$ cat config.mk
export PLATFORM = sky130hd
export DESIGN_NAME = offset_check_pipe
export DESIGN_NICKNAME = d
export VERILOG_FILES = /design/src/rtl/offset_check_pipe.sv
export SDC_FILE = /design/constraint.sdc
export NUM_CORES = 1
export LEC_CHECK = 0
export CORE_ASPECT_RATIO = 1.1
export CORE_MARGIN = 2
export CORE_UTILIZATION = 25
export CTS_CLUSTER_DIAMETER = 100
export DETAILED_ROUTE_END_ITERATION = 16
export SLEW_MARGIN = 30
export SYNTH_ARGS = -nofsm -noshare
export SYNTH_HDL_FRONTEND = slang
export SYNTH_SLANG_ARGS = --single-unit
$ cat constraint.sdc
create_clock -name clk -period 3.1 [get_ports clk]
set_input_delay 0.465 -clock clk [delete_from_list [all_inputs] [get_ports clk]]
set_output_delay 0.465 -clock clk [all_outputs]
set_load 0.1 [all_outputs]
$ cat src/rtl/offset_check_pipe.sv
// Two-stage streaming offset adder with a threshold check per beat and error statistics.
// Valid/ready flow control throughout; each stage holds its contents while stalled.
module offset_check_pipe #(
    parameter int unsigned      WIDTH     = 32,
    parameter logic [WIDTH-1:0] OFFSET    = 32'hA5A5A5A5,
    parameter logic [WIDTH-1:0] THRESHOLD = 32'hFFFFFF00,
    parameter bit               SATURATE  = 1'b0,
    parameter int unsigned      ERR_CNT_W = 8
) (
    input  logic                 clk,
    input  logic                 reset,
    input  logic                 in_valid,
    output logic                 in_ready,
    input  logic [WIDTH-1:0]     in_data,
    output logic                 out_valid,
    input  logic                 out_ready,
    output logic [WIDTH-1:0]     out_data,
    output logic                 out_err,
    output logic                 err_sticky,
    output logic [ERR_CNT_W-1:0] err_count,
    input  logic                 clear_err
);

    localparam logic [ERR_CNT_W-1:0] CntMax = '1;

    logic                 adv1, adv2;
    logic [WIDTH:0]       sum_d;
    logic [WIDTH:0]       s1_sum_q;
    logic                 s1_valid_q;
    logic                 s1_carry;
    logic [WIDTH-1:0]     s1_low;
    logic [WIDTH-1:0]     s2_data_d, s2_data_q;
    logic                 s2_err_d, s2_err_q;
    logic                 s2_valid_q;
    logic                 err_event;
    logic                 err_sticky_d, err_sticky_q;
    logic [ERR_CNT_W-1:0] count_base;
    logic [ERR_CNT_W-1:0] err_count_d, err_count_q;

    assign adv2     = !s2_valid_q || out_ready;
    assign adv1     = !s1_valid_q || adv2;
    assign in_ready = adv1;

    assign sum_d    = {1'b0, in_data} + {1'b0, OFFSET};
    assign s1_carry = s1_sum_q[WIDTH];
    assign s1_low   = s1_sum_q[WIDTH-1:0];

    // The threshold compare uses the unclamped low bits; a carry is an error in both modes.
    always_comb begin
        s2_data_d = (SATURATE && s1_carry) ? '1 : s1_low;
        s2_err_d  = s1_carry || (s1_low > THRESHOLD);
    end

    always_ff @(posedge clk or posedge reset) begin
        if (reset) begin
            s1_valid_q <= 1'b0;
            s1_sum_q   <= '0;
        end else if (adv1) begin
            s1_valid_q <= in_valid;
            if (in_valid) begin
                s1_sum_q <= sum_d;
            end
        end
    end

    always_ff @(posedge clk or posedge reset) begin
        if (reset) begin
            s2_valid_q <= 1'b0;
            s2_data_q  <= '0;
            s2_err_q   <= 1'b0;
        end else if (adv2) begin
            s2_valid_q <= s1_valid_q;
            if (s1_valid_q) begin
                s2_data_q <= s2_data_d;
                s2_err_q  <= s2_err_d;
            end
        end
    end

    assign err_event = s2_valid_q && out_ready && s2_err_q;

    // A clear coincident with an event is applied first, so the event still counts.
    always_comb begin
        count_base   = clear_err ? '0 : err_count_q;
        err_count_d  = count_base;
        if (err_event && (count_base != CntMax)) begin
            err_count_d = count_base + ERR_CNT_W'(1);
        end
        err_sticky_d = (err_sticky_q && !clear_err) || err_event;
    end

    always_ff @(posedge clk or posedge reset) begin
        if (reset) begin
            err_count_q  <= '0;
            err_sticky_q <= 1'b0;
        end else begin
            err_count_q  <= err_count_d;
            err_sticky_q <= err_sticky_d;
        end
    end

    assign out_valid  = s2_valid_q;
    assign out_data   = s2_data_q;
    assign out_err    = s2_err_q;
    assign err_sticky = err_sticky_q;
    assign err_count  = err_count_q;

endmodule
==> impl_metrics.yaml, run 1 <==
global_route:
  grt_pass1_vias: 3105
  grt_max_degree: 46
  grt_overflow_total: 0
  antenna_found_initial: 0
  grt.total_usage_pct: 12.3
  grt_pass1_wl_mm: 16.0
sta:
  worstMarginPinSlew_ps: 688
  setup_tns_ps: 0
  maxSlewHeadroom_pct: 54.1
  timing.final.crit_share_pct: 78.9
  finalCriticalPeriod_ps: 2450
  hold_violations: 0
  slew_viol_final: 0
  setup_viol_count_final: 0
  rsz0062_at_grt: "false"
  clock_skew_ps: 7.58
  fmax_ghz: 0.409
power_and_ir_drop:
  p_int_uw: 2170
  leakage_uw: 0.00220
  clkPwrFrac_pct: 24.6
  p_seq_share_pct: 33.8
  p_sw_share_pct: 45.2
  p_sw_uw: 1790
  combPwrFrac_pct: 41.6
  power.total_uw: 3970
  ir_drop_mv: 0.289
  power.density_nw_per_um2: 774
setup_path:
  start_kind: "input port"
  rr_startpoint: "err_count[1]"
  cp-endpoint: "s1_sum_q[26]"
  timing.rr.end: "err_count[5]"
  r2r_slack_ps: 1140
  rr_worst_depth: 8
  worst_setup_path_end_kind: "flop"
  path_class: "input port to flop"
  worstSetupStartpoint: "in_data[0]"
  critPathArrivalTime_ps: 2660
  required_ps: 3320
  critPathMaxFanout: 6
floorplanning:
  boundaryPins: 81
  die_x_um: 123
  core_um2: 15200
  die_area_um2: 16600
  rows: 47
  die_h_um: 135
  start_util_pct: 25.7
drt:
  vias_per_cell: 4.67
  drc: 0
  vias: 3093
  dr.pass1.iters: 4
  ant_nets: 0
  routed_wl_mm: 9.70
  drt_iter0_drc: 159
  avgRoutedWirePerCell_um: 14.6
logic_synthesis:
  yosysTopAreaCellShare_pct: 49.4
  synthFlopType: "dfrtp_1"
  ys_ff_latch: 77
  synth_cells: 379
  synth_cell_types: 58
  synthesis.area_um2: 3900
  synth.area.top_cells: "dfrtp_1, mux2_2, nand2_1"
  post_synth.cell_area_avg_um2: 10.3
  ys_async_sr_fraction_pct: 100
  syn_nets: 418
  yosys_warnings: 0
  synth_top_cell_by_area: "dfrtp_1"
  ys_seq_area_share_pct: 49.4
  synth_edf_count: 0
clock_tree:
  cts_resized: 0
  cts_tree: "yes"
  clock_latency_ps: 330
  clk_path_buf_depth: 2
  post_cts_buffers: 0
  clkTransAtPathRegs_ps: 60
  cts.sinks: 77
  cts_made_buffers: 9
  hold_buffers: 0
  htreeDepth: 3
  root_buffer: "clkbuf_16"
cells_and_area:
  mostFrequentLayoutCells: "dfrtp_1, buf_4, nand2_1"
  drive_gt1_share_pct: 25.1
  layout.nets: 500
  layout.cells.non_filler: 662
  syn_to_final_growth_pct: 31.3
  design_area_um2: 5130
  final_common_cell: "dfrtp_1"
  utilization_pct: 33.8
  diodes: 0
placement:
  portBuffers: 80
  hpwl_mm: 7.50
  dpl_cell_area_um2: 4840
  place_congestion: 0.836
  dpl.cell_count: 646
run_status:
  outcome: "completed"
min_path:
  hold_path.class: "flop to flop"
  min_from: "s1_valid_q"
flow_run:
  drv_cap: 0
[metrics by stage]
| step | worst slack [ps] | hold WS (ps) |
|---|---|---|
| global route | 440 | 526 |
| floorplan | 306 | 457 |
| finish | 654 | 494 |
| CTS | 641 | 494 |
| detailed placement | 290 | 477 |
| global placement | 340 | 464 |
[critical path, stage by stage]
cell and delay, ps:
clkdlybuf4s50_1 450, ha_1 250, o211a_1 250, o311ai_2 480, nand4b_1 220, a21oi_1 190, o21ai_0 90, a31o_2 260
[logic make-up after synthesis]
family	share of synthesized area [%]
adders and majority gates	0.641
and+or+nand+nor	15.6
DFF	49.4
muxes	9.78
xor gates and xnor gates	6.06
buffers and inverters	2.60
AOI/OAI and AO/OA	15.9
[power groups by stage]
| stage | logic (uW) | registers (uW) | clock network, uW |
|---|---|---|---|
| after global placement | 1650 | 1360 | 0 |
| final | 1650 | 1340 | 977 |
| after floorplan | 334 | 2260 | 0 |
| after detailed placement | 1660 | 1370 | 0 |
| after global routing | 1720 | 1370 | 1060 |
| after CTS | 1660 | 1350 | 1010 |
[worst min path at each step]
stage,to,depth (start not counted)
after floorplan,out_valid,1
after CTS,out_valid,1
after global routing,out_data[29],1
final,out_valid,1
after global placement,out_valid,1
after detailed placement,out_valid,1
[state kept, by name (all words and copies together), names as in the netlist]
name and cells:
out_data 32, out_valid 1, err_sticky 1, s1_valid_q 1, err_count 8, out_err 1
s1_sum_q 33
[layout make-up]
| type | instances | area (um2) |
|---|---|---|
| fill | 1544 | 10000 |
| sequential | 77 | 1930 |
| multi-input combinational | 278 | 1880 |
| timing repair buffer | 88 | 763 |
| tap | 196 | 245 |
| clock buffer | 10 | 239 |
| clock inverter | 6 | 48.8 |
| inverter | 7 | 26.3 |
[layer usage]
layer | part of all wire (%) | vias to the layer above | track usage [%]
li1 | - | 1526 | -
met1 | 45 | 1494 | 15.6
met3 | 4.6 | 9 | 3.25
met5 | 0 | - | 0
met2 | 49 | 64 | 19.9
met4 | 1.6 | 0 | 5.05
[cells in the mapped netlist (5+ instances only)]
cell type and n:
nand2_1 49, xor2_1 12, nand4_1 12, a21oi_1 18, xnor2_1 15, o21ai_0 34, mux2_2 33, clkbuf_1 13
nand3_1 5, nor2b_1 5, a31oi_1 7, nand2b_1 5, o21ai_1 6, dfrtp_1 77, nor2_1 16, inv_1 7
No activity file was read; power rests on OpenSTA's default activity.
==> run 2: changes to the inputs <==
==> constraint.sdc (replaced) <==
create_clock -name clk -period 2.2 [get_ports clk]
set_input_delay 0.33 -clock clk [delete_from_list [all_inputs] [get_ports clk]]
set_output_delay 0.33 -clock clk [all_outputs]
set_load 0.1 [all_outputs]
==> run 2 against run 1 <==
Compared with the run above: critical path depth is 1 higher; cell count grew 7.7%; clock skew is 1.0 ps lower; combinational power is 47% higher; die area is the same; wire length grew 6.4%; flip-flop and latch count stayed put; non-clock buffer count is 51 higher; via count rose by 6.0%; core utilization increased by 3.7 points; sequential power up 41%.
==> impl_metrics.yaml, run 2 (synthesized netlist as in run 1, its figures left out) <==
sta:
  setup_tns_ps: 0
  setup_slack_ps: 47.3
  finalCriticalPeriod_ps: 2150
  hold_violations: 0
  slew_viol_final: 0
  timing.final.crit_share_pct: 97.8
  maxSlewHeadroom_pct: 69.3
  worstMarginPinSlew_ps: 456
  setup_viol_count_final: 0
  clock_skew_ps: 6.55
  fmax_ghz: 0.465
cells_and_area:
  largest_reg_flops: 33
  final_common_cell: "buf_4"
  largest_register: "s1_sum_q"
  layout.nets: 551
  diodes: 0
  syn_to_final_growth_pct: 45.6
  mostFrequentLayoutCells: "buf_4, dfrtp_1, nand2_1"
  utilization_pct: 37.5
  layout.cells.non_filler: 713
  fill_cells: 1531
  drive_gt1_share_pct: 34.4
setup_path:
  critPathArrivalTime_ps: 2410
  cp_slowest_cell: "or4b_4"
  path_cells: "clkdlybuf4s50_1 -> buf_4 -> o211a_1 -> o311ai_2 -> buf_4 -> nand4b_1 -> nand2_1 -> or4b_4 -> a31oi_4"
  cp_top_family: "buffers and inverters"
  worst_setup_path_end_kind: "flop"
  path_class: "input port to flop"
  cp.depth: 9
  path_buf_inv: 3
  start_kind: "input port"
  max_stage_delay_ps: 510
  critPathMaxFanout: 6
  path_common_cell: "buf_4"
  rr_worst_depth: 8
  required_ps: 2460
drt:
  routed_wl_mm: 10.3
  vias: 3280
  ant_nets: 0
  drc: 0
  dr.pass1.iters: 4
  drt_iter0_drc: 138
  avgRoutedWirePerCell_um: 14.5
  vias_per_cell: 4.60
clock_tree:
  cts_tree: "yes"
  htreeDepth: 3
  clock_latency_ps: 340
  cts_made_buffers: 9
  root_buffer: "clkbuf_16"
  clk_path_buf_depth: 2
  clkTransAtPathRegs_ps: 60
  cts.sinks: 77
global_route:
  grt_max_degree: 78
  grt_pass1_vias: 3427
  top_usage_layer: "met2"
  met2_usage_pct: 21.9
  antenna_found_initial: 0
  grt_pass1_wl_mm: 17.1
  met3_usage_pct: 3.76
  grt.total_usage_pct: 13.2
  grt_overflow_total: 0
  grtUsageMet1_pct: 16.0
floorplanning:
  rows: 47
  die_h_um: 135
  die_area_um2: 16600
  start_util_pct: 25.7
  die_x_um: 123
  core_um2: 15200
  boundaryPins: 81
power_and_ir_drop:
  leakage_uw: 0.00252
  power.density_nw_per_um2: 1080
  ir_drop_mv: 0.388
placement:
  dpl.cell_count: 695
  hpwl_mm: 8.04
  place_congestion: 0.898
  portBuffers: 80
  dp_slack_ps: -356
flow_run:
  drv_cap: 0
run_status:
  outcome: "completed"
min_path:
  hold_path_depth: 2
  hold_path.class: "input port to flop"
## run 2: final cells by class
class                      count  area, um2  share of cell area (%)
clock buffer                  10        239                    4.21
tap                          196        245                    4.32
timing repair buffer         139       1190                    20.9
multi-input combinational    278       1910                    33.7
inverter                       7       30.0                   0.528
sequential                    77       1930                    34.0
clock inverter                 6        134                    2.36
## run 2: power breakdown
part | internal [uW] | leakage, uW | switching [uW]
Clock | 1250 | 0.000183 | 554
Combinational | 638 | 0.00140 | 1790
Sequential | 1700 | 0.000944 | 193
Total | 3590 | 0.00252 | 2530
## run 2: stage by stage
step	hold slack, ps	total power (uW)	cell area (um2)
after global placement	466	4320	5260
final	276	6130	5680
after global routing	295	6400	5680
after floorplan	438	3670	3930
after detailed placement	475	4360	5260
after CTS	463	6190	5650
## run 2: worst paths after layout
path	to	start	slack, ps
max	s1_sum_q[32]	in_data[3]	50
min	s1_sum_q[0]	in_data[0]	280
max reg2reg	err_count[5]	err_count[1]	420
min reg2reg	out_valid	s1_valid_q	500
max in group asynchronous	out_valid	reset	1400
min in group asynchronous	out_data[4]	reset	430
## run 2: routing by layer
layer	wire length [um]	vias up	share of wire (%)
li1	-	1636	-
met4	227	0	2.2
met3	522	17	5.1
met5	0	-	0
met1	4560	1561	44
met2	5000	66	49
## run 2: repair_timing
action	4_1_cts	5_1_grt
setup endpoints to repair	1	8
pin swaps	1	7
hold buffers	0	0
gates resized for setup	1	9
setup buffers	1	1
